<file path="config.mk">
export PLATFORM = sky130hd
export DESIGN_NAME = keypad_entry_ctrl_flat
export DESIGN_NICKNAME = d
export VERILOG_FILES = /design/src/rtl/keypad_entry_ctrl_pkg.sv /design/src/rtl/keypad_entry_ctrl_if.sv /design/src/rtl/keypad_entry_ctrl_key_event_detect.sv /design/src/rtl/keypad_entry_ctrl.sv /design/src/flat_wrapper.sv
export SDC_FILE = /design/constraint.sdc
export NUM_CORES = 1
export LEC_CHECK = 0
export ABC_CLOCK_PERIOD_IN_PS = 6970
export BUFFER_PORTS_ARGS = -buffer_cell sky130_fd_sc_hd__clkbuf_2
export CORE_MARGIN = 2
export CORE_UTILIZATION = 41
export DETAILED_ROUTE_END_ITERATION = 8
export GPL_TIMING_DRIVEN = 0
export PLACE_DENSITY = 0.72
export SYNTH_ARGS = -nofsm -noshare
export SYNTH_HDL_FRONTEND = slang
export SYNTH_HIERARCHICAL = 1
export SYNTH_SLANG_ARGS = --single-unit
</file>
<file path="constraint.sdc">
create_clock -name clk -period 6.97 [get_ports clk]
set_input_delay 0.697 -clock clk [delete_from_list [all_inputs] [get_ports clk]]
set_output_delay 0.697 -clock clk [all_outputs]
set_load 0.02 [all_outputs]
</file>
<file path="src/rtl/keypad_entry_ctrl_pkg.sv">
`default_nettype none
// +----------------------------------------------------------------------+
// | keypad_pkg: shared state encoding, key codes and BCD helpers          |
// | Revision: 1.0                                                          |
// +----------------------------------------------------------------------+
package keypad_pkg;

  typedef enum logic [1:0] {
    ST_IDLE  = 2'd0,
    ST_ENTRY = 2'd1,
    ST_LOAD  = 2'd2,
    ST_RUN   = 2'd3
  } state_t;

  localparam logic [3:0] KEY_START = 4'hA;
  localparam logic [3:0] KEY_CLEAR = 4'hB;
  localparam int         BCD_W     = 16;
  localparam logic [7:0] SEC_MAX   = 8'h59;

  function automatic logic [BCD_W-1:0] clamp_seconds(input logic [BCD_W-1:0] t);
    logic [BCD_W-1:0] r;
    r = t;
    if (t[7:0] > SEC_MAX) r[7:0] = SEC_MAX;
    return r;
  endfunction

endpackage
`default_nettype wire

</file>
<file path="src/rtl/keypad_entry_ctrl_if.sv">
`default_nettype none
// +----------------------------------------------------------------------+
// | keypad_entry_ctrl_if: load handshake and start/stop link to the timer |
// | Revision: 1.0                                                          |
// +----------------------------------------------------------------------+
interface keypad_entry_ctrl_if;
  import keypad_pkg::*;

  logic             load_valid;
  logic             load_ready;
  logic [BCD_W-1:0] load_time;
  logic             start;
  logic             stop;
  logic             timer_busy;

  modport master (
    output load_valid, load_time, start, stop,
    input  load_ready, timer_busy
  );

  modport slave (
    input  load_valid, load_time, start, stop,
    output load_ready, timer_busy
  );

endinterface
`default_nettype wire

</file>
<file path="src/rtl/keypad_entry_ctrl_key_event_detect.sv">
`default_nettype none
// +----------------------------------------------------------------------+
// | key_event_detect: one event per key press plus key-code decode        |
// | Revision: 1.0                                                          |
// +----------------------------------------------------------------------+
module key_event_detect
  import keypad_pkg::*;
(
  input  logic       clk,
  input  logic       rst,
  input  logic       key_level,
  input  logic [3:0] key_code,
  output logic       key_ev,
  output logic       is_digit,
  output logic       is_start,
  output logic       is_clear
);

  logic r_key_prev;

  always_ff @(posedge clk or posedge rst) begin
    if (rst) r_key_prev <= 1'b0;
    else     r_key_prev <= key_level;
  end

  // Decoded flags are qualified by the event so a held key acts once.
  always_comb begin
    key_ev   = key_level & ~r_key_prev;
    is_digit = key_ev & (key_code <= 4'd9);
    is_start = key_ev & (key_code == KEY_START);
    is_clear = key_ev & (key_code == KEY_CLEAR);
  end

endmodule
`default_nettype wire

</file>
<file path="src/rtl/keypad_entry_ctrl.sv">
`default_nettype none
// +----------------------------------------------------------------------+
// | keypad_entry_ctrl: key entry, MM:SS buffer, timer load/start/stop     |
// | Option: KEYPAD_SEC_CLAMP_EN clamps seconds to 59 on entry to LOAD      |
// | Revision: 1.0                                                          |
// +----------------------------------------------------------------------+
module keypad_entry_ctrl
  import keypad_pkg::*;
#(
  parameter int TIMEOUT_CYCLES = 50_000_000,
  parameter int CNT_W          = 26
) (
  input  logic                  clk,
  input  logic                  rst,
  input  logic                  key_level,
  input  logic [3:0]            key_code,
  input  logic                  door_closed,
  keypad_entry_ctrl_if.master   tmr,
  output logic [BCD_W-1:0]      disp_bcd,
  output logic                  error
);

  localparam bit               c_timeout_en = (TIMEOUT_CYCLES != 0);
  localparam logic [CNT_W-1:0] c_cnt_last   = CNT_W'(TIMEOUT_CYCLES - 1);

  logic w_key_ev, w_is_digit, w_is_start, w_is_clear;

  key_event_detect u_key_event_detect (
    .clk       (clk),
    .rst       (rst),
    .key_level (key_level),
    .key_code  (key_code),
    .key_ev    (w_key_ev),
    .is_digit  (w_is_digit),
    .is_start  (w_is_start),
    .is_clear  (w_is_clear)
  );

  state_t           r_state, w_state_nxt;
  logic [BCD_W-1:0] r_buf, w_buf_nxt;
  logic [CNT_W-1:0] r_cnt, w_cnt_nxt;
  logic             r_busy_prev;
  logic             r_load_valid, w_load_valid_nxt;
  logic             r_start, w_start_nxt;
  logic             r_stop, w_stop_nxt;
  logic             r_error, w_error_nxt;
  logic             w_busy_fall;

  always_ff @(posedge clk or posedge rst) begin
    if (rst) begin
      r_state      <= ST_IDLE;
      r_buf        <= '0;
      r_cnt        <= '0;
      r_busy_prev  <= 1'b0;
      r_load_valid <= 1'b0;
      r_start      <= 1'b0;
      r_stop       <= 1'b0;
      r_error      <= 1'b0;
    end else begin
      r_state      <= w_state_nxt;
      r_buf        <= w_buf_nxt;
      r_cnt        <= w_cnt_nxt;
      r_busy_prev  <= tmr.timer_busy;
      r_load_valid <= w_load_valid_nxt;
      r_start      <= w_start_nxt;
      r_stop       <= w_stop_nxt;
      r_error      <= w_error_nxt;
    end
  end

  // Branch order inside each state encodes CLEAR > door > key > timeout > finish.
  always_comb begin
    w_state_nxt      = r_state;
    w_buf_nxt        = r_buf;
    w_cnt_nxt        = r_cnt;
    w_load_valid_nxt = 1'b0;
    w_start_nxt      = 1'b0;
    w_stop_nxt       = 1'b0;
    w_error_nxt      = 1'b0;
    w_busy_fall      = r_busy_prev & ~tmr.timer_busy;

    unique case (r_state)
      ST_IDLE: begin
        if (w_is_clear) begin
          w_buf_nxt = '0;
        end else if (w_is_start) begin
          w_error_nxt = 1'b1;
        end else if (w_is_digit) begin
          w_buf_nxt   = {12'h000, key_code};
          w_cnt_nxt   = '0;
          w_state_nxt = ST_ENTRY;
        end
      end

      ST_ENTRY: begin
        if (w_is_clear) begin
          w_buf_nxt   = '0;
          w_state_nxt = ST_IDLE;
        end else if (w_is_digit) begin
          w_buf_nxt = {r_buf[11:0], key_code};
          w_cnt_nxt = '0;
        end else if (w_is_start) begin
          w_cnt_nxt = '0;
          if ((r_buf == '0) || !door_closed) begin
            w_error_nxt = 1'b1;
          end else begin
            w_state_nxt      = ST_LOAD;
            w_load_valid_nxt = 1'b1;
`ifdef KEYPAD_SEC_CLAMP_EN
            w_buf_nxt        = clamp_seconds(r_buf);
`endif
          end
        end else if (c_timeout_en) begin
          if (r_cnt == c_cnt_last) begin
            w_buf_nxt   = '0;
            w_cnt_nxt   = '0;
            w_state_nxt = ST_IDLE;
          end else begin
            w_cnt_nxt = r_cnt + 1'b1;
          end
        end
      end

      ST_LOAD: begin
        w_load_valid_nxt = 1'b1;
        if (w_is_clear) begin
          w_load_valid_nxt = 1'b0;
          w_buf_nxt        = '0;
          w_state_nxt      = ST_IDLE;
        end else if (!door_closed) begin
          w_load_valid_nxt = 1'b0;
          w_error_nxt      = 1'b1;
          w_cnt_nxt        = '0;
          w_state_nxt      = ST_ENTRY;
        end else if (r_load_valid && tmr.load_ready) begin
          w_load_valid_nxt = 1'b0;
          w_start_nxt      = 1'b1;
          w_state_nxt      = ST_RUN;
        end
      end

      ST_RUN: begin
        if (w_is_clear || !door_closed) begin
          w_stop_nxt  = 1'b1;
          w_buf_nxt   = '0;
          w_state_nxt = ST_IDLE;
        end else if (w_busy_fall) begin
          w_buf_nxt   = '0;
          w_state_nxt = ST_IDLE;
        end
      end

      default: begin
        w_state_nxt = ST_IDLE;
      end
    endcase
  end

  assign tmr.load_valid = r_load_valid;
  assign tmr.load_time  = r_buf;
  assign tmr.start      = r_start;
  assign tmr.stop       = r_stop;
  assign disp_bcd       = r_buf;
  assign error          = r_error;

  logic w_unused;
  assign w_unused = w_key_ev;

endmodule
`default_nettype wire

</file>
<file path="src/flat_wrapper.sv">
// flat-port wrapper written by rule: the top's interface ports become plain ports
module keypad_entry_ctrl_flat import keypad_pkg::*;
#(
  parameter int TIMEOUT_CYCLES = 50_000_000,
  parameter int CNT_W          = 26
)
  (clk, rst, key_level, key_code, door_closed, disp_bcd, error, tmr_load_valid, tmr_load_time, tmr_start, tmr_stop, tmr_load_ready, tmr_timer_busy);
  keypad_entry_ctrl_if tmr_i ();
  input  logic clk;
  input  logic rst;
  input  logic key_level;
  input  logic [3:0] key_code;
  input  logic door_closed;
  output logic [BCD_W-1:0] disp_bcd;
  output logic error;
  output wire logic [$bits(tmr_i.load_valid)-1:0] tmr_load_valid;
  output wire logic [$bits(tmr_i.load_time)-1:0] tmr_load_time;
  output wire logic [$bits(tmr_i.start)-1:0] tmr_start;
  output wire logic [$bits(tmr_i.stop)-1:0] tmr_stop;
  input wire logic [$bits(tmr_i.load_ready)-1:0] tmr_load_ready;
  input wire logic [$bits(tmr_i.timer_busy)-1:0] tmr_timer_busy;
  assign tmr_load_valid = tmr_i.load_valid;
  assign tmr_load_time = tmr_i.load_time;
  assign tmr_start = tmr_i.start;
  assign tmr_stop = tmr_i.stop;
  assign tmr_i.load_ready = tmr_load_ready;
  assign tmr_i.timer_busy = tmr_timer_busy;
  keypad_entry_ctrl #(.TIMEOUT_CYCLES(TIMEOUT_CYCLES), .CNT_W(CNT_W)) u_core (.clk(clk), .rst(rst), .key_level(key_level), .key_code(key_code), .door_closed(door_closed), .tmr(tmr_i), .disp_bcd(disp_bcd), .error(error));
endmodule
</file>
==> impl_metrics.csv, run 1 <==
group,metric,value,unit
outcome,status,"finished clean",
routing,first_pass_iters,4,
cells_and_area,mostFrequentLayoutCells,"50 x dfrtp_1, 45 x clkbuf_2, 25 x nor2_1",
cts,clk_pin_slew,0.10,ns
die,fp-row-count,29,
global_route,antenna_found_initial,0,
placed_design,hpwl,4.44,mm
pwr,p_leak,1.49,nW
timing,setup_tns,0,ns
cts,htree_num_levels,2,
synthesis,syn_inst,298,
die,start_util,0.429,
synthesis,syn_nets,313,
global_route,grt_usage,0.167,
die,dieHeight,85.9,um
placed_design,io_buffers,45,
worst_setup_path,crit_type,"input port to flop",
timing,timing.final.crit_period,2.96,ns
worst_setup_path,cp.required,7.18,ns
timing,slew_headroom,0.453,
cts,post-cts-setup-buffers,0,
global_route,grt_first_pass_wirelength,9.94,mm
timing,report.final.slew_viol_count,0,
die,die_w,85.9,um
synthesis,synth_area_per_cell,9.24,um^2
global_route,grt_max_degree,31,
die,io_pins,46,
timing,finalClockSkew,0.0114,ns
global_route,grt_pass1_vias,2104,
global_route,gr-total-overflow,0,
placed_design,gp_congestion,0.842,
routing,vias,2368,
cells_and_area,fill_cells,604,
cts,cts_tree,"yes",
cells_and_area,nNetsFinal,366,
placed_design,dp_slack,3.77,ns
die,core-area,0.00642,mm^2
worst_hold_path,hp-class,"input port to async pin",
routing,vias_per_cell,5.52,
worst_setup_path,worstSetupEndpointType,"flop",
cts,clockBufferDepth,2,
cts,clkLatencyLatePin,0.30,ns
timing,hold_viol,0,
timing,rsz0062_at_grt,"no",
job,max_cap_violations,0,
worst_setup_path,start_kind,"input port",
cts,post_cts_resized,0,
timing,setup_ws,4.01,ns
cells_and_area,diodes,0,
routing,wl_per_cell,14.2,um
pwr,powerDensity,284,mW/mm^2
pwr,max-vdd-ir-drop,0.000142,V
cts,cts_root_buf,"clkbuf_8",
timing,tightest_slew,0.814,ns
worst_setup_path,arrival,3.17,ns
timing,max_freq,338,MHz
routing,drt-total-wl,6.08,mm
timing,report.final.setup_viol,0,
synthesis,ys_warn_count,6,
cells_and_area,layout.cells.most_common,"dfrtp_1",
cts,ctsHoldBuffers,0,
routing,route.detailed.drc,0,
routing,ant_nets,0,
cts,cts.sinks,50,
cts,numCtsBuffers,5,
cells_and_area,areaGrowthSynthToFinish,17.6,%
worst_setup_path,rr_worst_depth,8,
cells_and_area,drive_gt1_frac,0.227,
synthesis,syn_area,0.00275,mm^2
routing,drt_iter0_markers,122,
worst_setup_path,cp_max_fo,10,
die,die-area,0.00738,mm^2
timing,period_share,0.424,
worst max-delay path, stage by stage:
cell,delay [ns]
clkbuf_2,0.10
nand2b_1,0.17
nor4b_2,0.61
nand2b_4,0.27
a211o_1,0.25
clkbuf_1,0.42
clkbuf_1,0.40
a31oi_1,0.08
o22ai_1,0.17
stage by stage:
stage / hold WS (ns) / instance area, um^2 / total power, mW / std cells / util
after floorplan: 0.426 / 2750 / 0.585 / 298 / -
after detailed placement: 0.533 / 3090 / 0.677 / 421 / 0.482
after global placement: 0.524 / 3070 / 0.671 / 420 / 0.479
after global routing: 0.217 / 3240 / 0.983 / 429 / 0.504
after CTS: 0.229 / 3240 / 0.928 / 429 / 0.504
final: 0.230 / 3240 / 0.921 / 429 / 0.504
layer usage:
metal / up-vias / wire length, um / GRT usage
met5: - / 0 / 0
met4: 0 / 79 / 0.0433
met3: 9 / 281 / 0.0337
met2: 60 / 2810 / 0.273
met1: 1132 / 2910 / 0.226
li1: 1167 / - / -
report_power, final:
| part | switching [mW] | internal, mW |
|---|---|---|
| Clock | 0.0960 | 0.153 |
| Sequential | 0.0330 | 0.316 |
| Combinational | 0.207 | 0.115 |
| Total | 0.336 | 0.585 |
state kept, by name (all words and copies together) (netlist names):
name / count
u_core/r_cnt: 26
u_core/disp_bcd: 16
u_core/r_state: 2
u_core/error: 1
u_core/r_busy_prev: 1
u_core/tmr.load_valid: 1
u_core/tmr.start: 1
u_core/tmr.stop: 1
u_core/u_key_event_detect/r_key_prev: 1
area by class of cell:
class / instances / area [um^2] / area share
plain buffers: 29 / 181 / 0.0560
multi-input cells: 205 / 1270 / 0.392
well taps: 77 / 96.3 / 0.0298
flip-flops and latches: 50 / 1250 / 0.387
repair buffers: 46 / 245 / 0.0758
clock buffers: 6 / 82.6 / 0.0255
inverters: 14 / 52.6 / 0.0162
clock inverters: 2 / 60.1 / 0.0186
final timing paths:
kind | startpoint | endpoint | slack (ns)
setup / recovery | key_code[2] | u_core/r_cnt[13] | 4.01
hold / removal | rst | u_core/u_key_event_detect/r_key_prev | 0.23
setup reg to reg | u_core/u_key_event_detect/r_key_prev | u_core/r_cnt[13] | 4.07
hold reg to reg | u_core/tmr.load_valid | u_core/tmr.start | 0.54
max in group asynchronous | rst | u_core/r_cnt[13] | 6.06
min in group clk | tmr_timer_busy | u_core/r_busy_prev | 0.51
Power figures use the tool's default switching activity.
==> run 2, diff against run 1 <==
--- a/config.mk
+++ b/config.mk
@@ -5,13 +5,13 @@
 export SDC_FILE = /design/constraint.sdc
 export NUM_CORES = 1
 export LEC_CHECK = 0
-export ABC_CLOCK_PERIOD_IN_PS = 6970
+export ABC_CLOCK_PERIOD_IN_PS = 2400
 export BUFFER_PORTS_ARGS = -buffer_cell sky130_fd_sc_hd__clkbuf_2
 export CORE_MARGIN = 2
 export CORE_UTILIZATION = 41
 export DETAILED_ROUTE_END_ITERATION = 8
 export GPL_TIMING_DRIVEN = 0
-export PLACE_DENSITY = 0.72
+export PLACE_DENSITY = 0.75
 export SYNTH_ARGS = -nofsm -noshare
 export SYNTH_HDL_FRONTEND = slang
 export SYNTH_HIERARCHICAL = 1
==> constraint.sdc (replaced) <==
create_clock -name clk -period 2.4 [get_ports clk]
set_input_delay 0.24 -clock clk [delete_from_list [all_inputs] [get_ports clk]]
set_output_delay 0.24 -clock clk [all_outputs]
set_load 0.02 [all_outputs]
==> run 2 against run 1 <==
  * First-iteration DRC count grew 1.6%
  * Critical path type is now flop to flop
  * Final cell count increased by 2.6%
  * Count of clock-buffer cells in the layout is 1 lower
  * Via count grew 3.3%
  * Register-to-register slack got worse by 4.0 ns
  * Sequential share of layout area shrank 1.7 points
  * Combinational power grew to 3.5 times the previous value
  * Non-clock buffer count up 11
  * Wire length rose by 6.1%
  * Clock power up 100%
  * Sequential cell count unchanged
  * Global-route usage up 1.5 points
==> impl_metrics.csv, run 2 (synthesized netlist as in run 1, its figures left out) <==
group,metric,value,unit
global_route,antenna_found_initial,0,
global_route,busiest_layer,"met2",
job,max_cap_violations,0,
global_route,use_met1,0.243,
cells_and_area,largest_reg_flops,26,
timing,report.final.setup_viol,0,
die,fp-row-count,29,
worst_setup_path,reg2reg_slack,0.04,ns
global_route,grt_use_met2,0.301,
timing,fin_hold_ws,0.0434,ns
cts,clkLatencyLatePin,0.31,ns
pwr,powerDensity,780,mW/mm^2
pwr,p_leak,1.57,nW
cts,cts_root_buf,"clkbuf_8",
timing,slew_headroom,0.701,
routing,vias,2446,
worst_setup_path,start_kind,"flop",
cells_and_area,diodes,0,
worst_hold_path,min-delay-start,"tmr_timer_busy",
routing,drt_iter0_markers,124,
cells_and_area,layout.cells.most_common,"dfrtp_1",
cts,htree_num_levels,2,
routing,ant_nets,0,
cells_and_area,regMostFlops,"u_core/r_cnt",
routing,drt-total-wl,6.45,mm
worst_setup_path,cp.required,2.60,ns
cells_and_area,stdcell_count,440,
worst_setup_path,reg2reg_from,"u_core/r_cnt[1]",
outcome,status,"finished clean",
worst_setup_path,rr_worst_depth,7,
routing,first_pass_iters,4,
placed_design,io_buffers,45,
cells_and_area,areaGrowthSynthToFinish,23.1,%
cts,cts.sinks,50,
cells_and_area,fill_cells,582,
cts,clockBufferDepth,2,
timing,max_freq,423,MHz
die,io_pins,46,
global_route,grt_use_met3,0.0279,
timing,period_share,0.984,
timing,timing.final.crit_period,2.36,ns
die,die-area,0.00738,mm^2
worst_hold_path,hp-class,"input port to flop",
timing,tightest_slew,0.445,ns
worst_setup_path,rr_endpoint,"u_core/disp_bcd[4]",
cells_and_area,nNetsFinal,377,
worst_setup_path,arrival,2.56,ns
worst_setup_path,worstSetupEndpointType,"flop",
routing,vias_per_cell,5.56,
worst_setup_path,cp_max_fo,10,
global_route,gr-total-overflow,0,
cts,clk_pin_slew,0.10,ns
pwr,max-vdd-ir-drop,0.000288,V
placed_design,gp_congestion,0.854,
die,core-area,0.00642,mm^2
global_route,grt_first_pass_wirelength,10.8,mm
cts,numCtsBuffers,5,
routing,wl_per_cell,14.7,um
die,dieHeight,85.9,um
timing,finalClockSkew,0.00887,ns
placed_design,dp.cells,421,
cts,cts_tree,"yes",
cells_and_area,drive_gt1_frac,0.314,
routing,route.detailed.drc,0,
global_route,grt_usage,0.182,
timing,hold_viol,0,
placed_design,hpwl,4.38,mm
global_route,grt_max_degree,38,
global_route,grt_pass1_vias,2249,
worst_hold_path,hold_path_depth,1,
die,start_util,0.429,
worst_hold_path,hold_path_end,"u_core/r_busy_prev",
worst_setup_path,crit_type,"flop to flop",
timing,report.final.slew_viol_count,0,
cells_and_area,mostFrequentLayoutCells,"50 x dfrtp_1, 48 x clkbuf_2, 29 x buf_4",
die,die_w,85.9,um
[run 2: cell types whose count changed in the layout (fill, tap and decap cells not counted), sizes merged]
cell / change
buf: +12
clkbuf: -3
bufinv: -2
clkinv: +2
clkinvlp: +1
dlygate4sd3: +1
[run 2: cell type report]
type / instances / area, um^2 / area share
plain buffers: 26 / 183 / 0.0539
clock buffers: 5 / 68.8 / 0.0203
clock inverters: 3 / 21.3 / 0.00628
inverters: 14 / 52.6 / 0.0155
multi-input cells: 205 / 1360 / 0.402
flip-flops and latches: 50 / 1250 / 0.369
well taps: 77 / 96.3 / 0.0284
repair buffers: 60 / 353 / 0.104
[run 2: per-layer routing]
layer,share of wire,up-vias
met2,0.49,70
met3,0.046,11
met4,0.014,0
met1,0.45,1178
met5,0,-
li1,-,1187
[run 2: stage by stage]
stage / instance area (um^2) / utilization / setup slack, ns / power, mW / setup TNS [ns]
6_report: 3390 / 0.528 / 0.0383 / 2.64 / 0
4_1_cts: 3310 / 0.515 / -0.0528 / 2.55 / -0.412
3_5_place_dp: 3100 / 0.482 / -0.434 / 1.97 / -8.73
3_3_place_gp: 3080 / 0.479 / -0.370 / 1.94 / -7.37
5_1_grt: 3390 / 0.528 / -0.00936 / 2.82 / -0.0138
2_1_floorplan: 2760 / - / 0.00718 / 1.70 / 0
[run 2: worst max-delay path, stage by stage (launching register included)]
cell	delay, ns
dfrtp_1	0.39
ha_2	0.22
and3_1	0.20
nand3_1	0.18
or4_1	0.62
a21o_1	0.22
buf_2	0.19
a22o_1	0.25
[run 2: power breakdown]
part	internal [mW]	switching, mW	total, mW
sequential	0.918	0.0886	1.01
combinational	0.472	0.666	1.14
clock	0.205	0.294	0.499
[run 2: repair_timing]
item | 4_1_cts | 5_1_grt
hold buffers | 1 | 0
pin swaps | 6 | 5
buffers inserted | 8 | 5
resized for setup | 12 | 24
hold endpoints to repair | 13 | 0
setup endpoints to repair | 42 | 40
[run 2: how the worst max path moves through the flow]
stage,to,startpoint,depth (start not counted),slack (ns)
2_1_floorplan,u_core/r_cnt[25],u_core/r_state[0],9,0.007
3_3_place_gp,u_core/r_cnt[3],u_core/u_key_event_detect/r_key_prev,8,-0.37
3_5_place_dp,u_core/r_cnt[3],u_core/u_key_event_detect/r_key_prev,8,-0.43
4_1_cts,u_core/r_cnt[4],u_core/r_cnt[1],7,-0.05
5_1_grt,u_core/disp_bcd[6],u_core/r_cnt[1],7,-0.009
6_report,u_core/disp_bcd[4],u_core/r_cnt[1],7,0.04
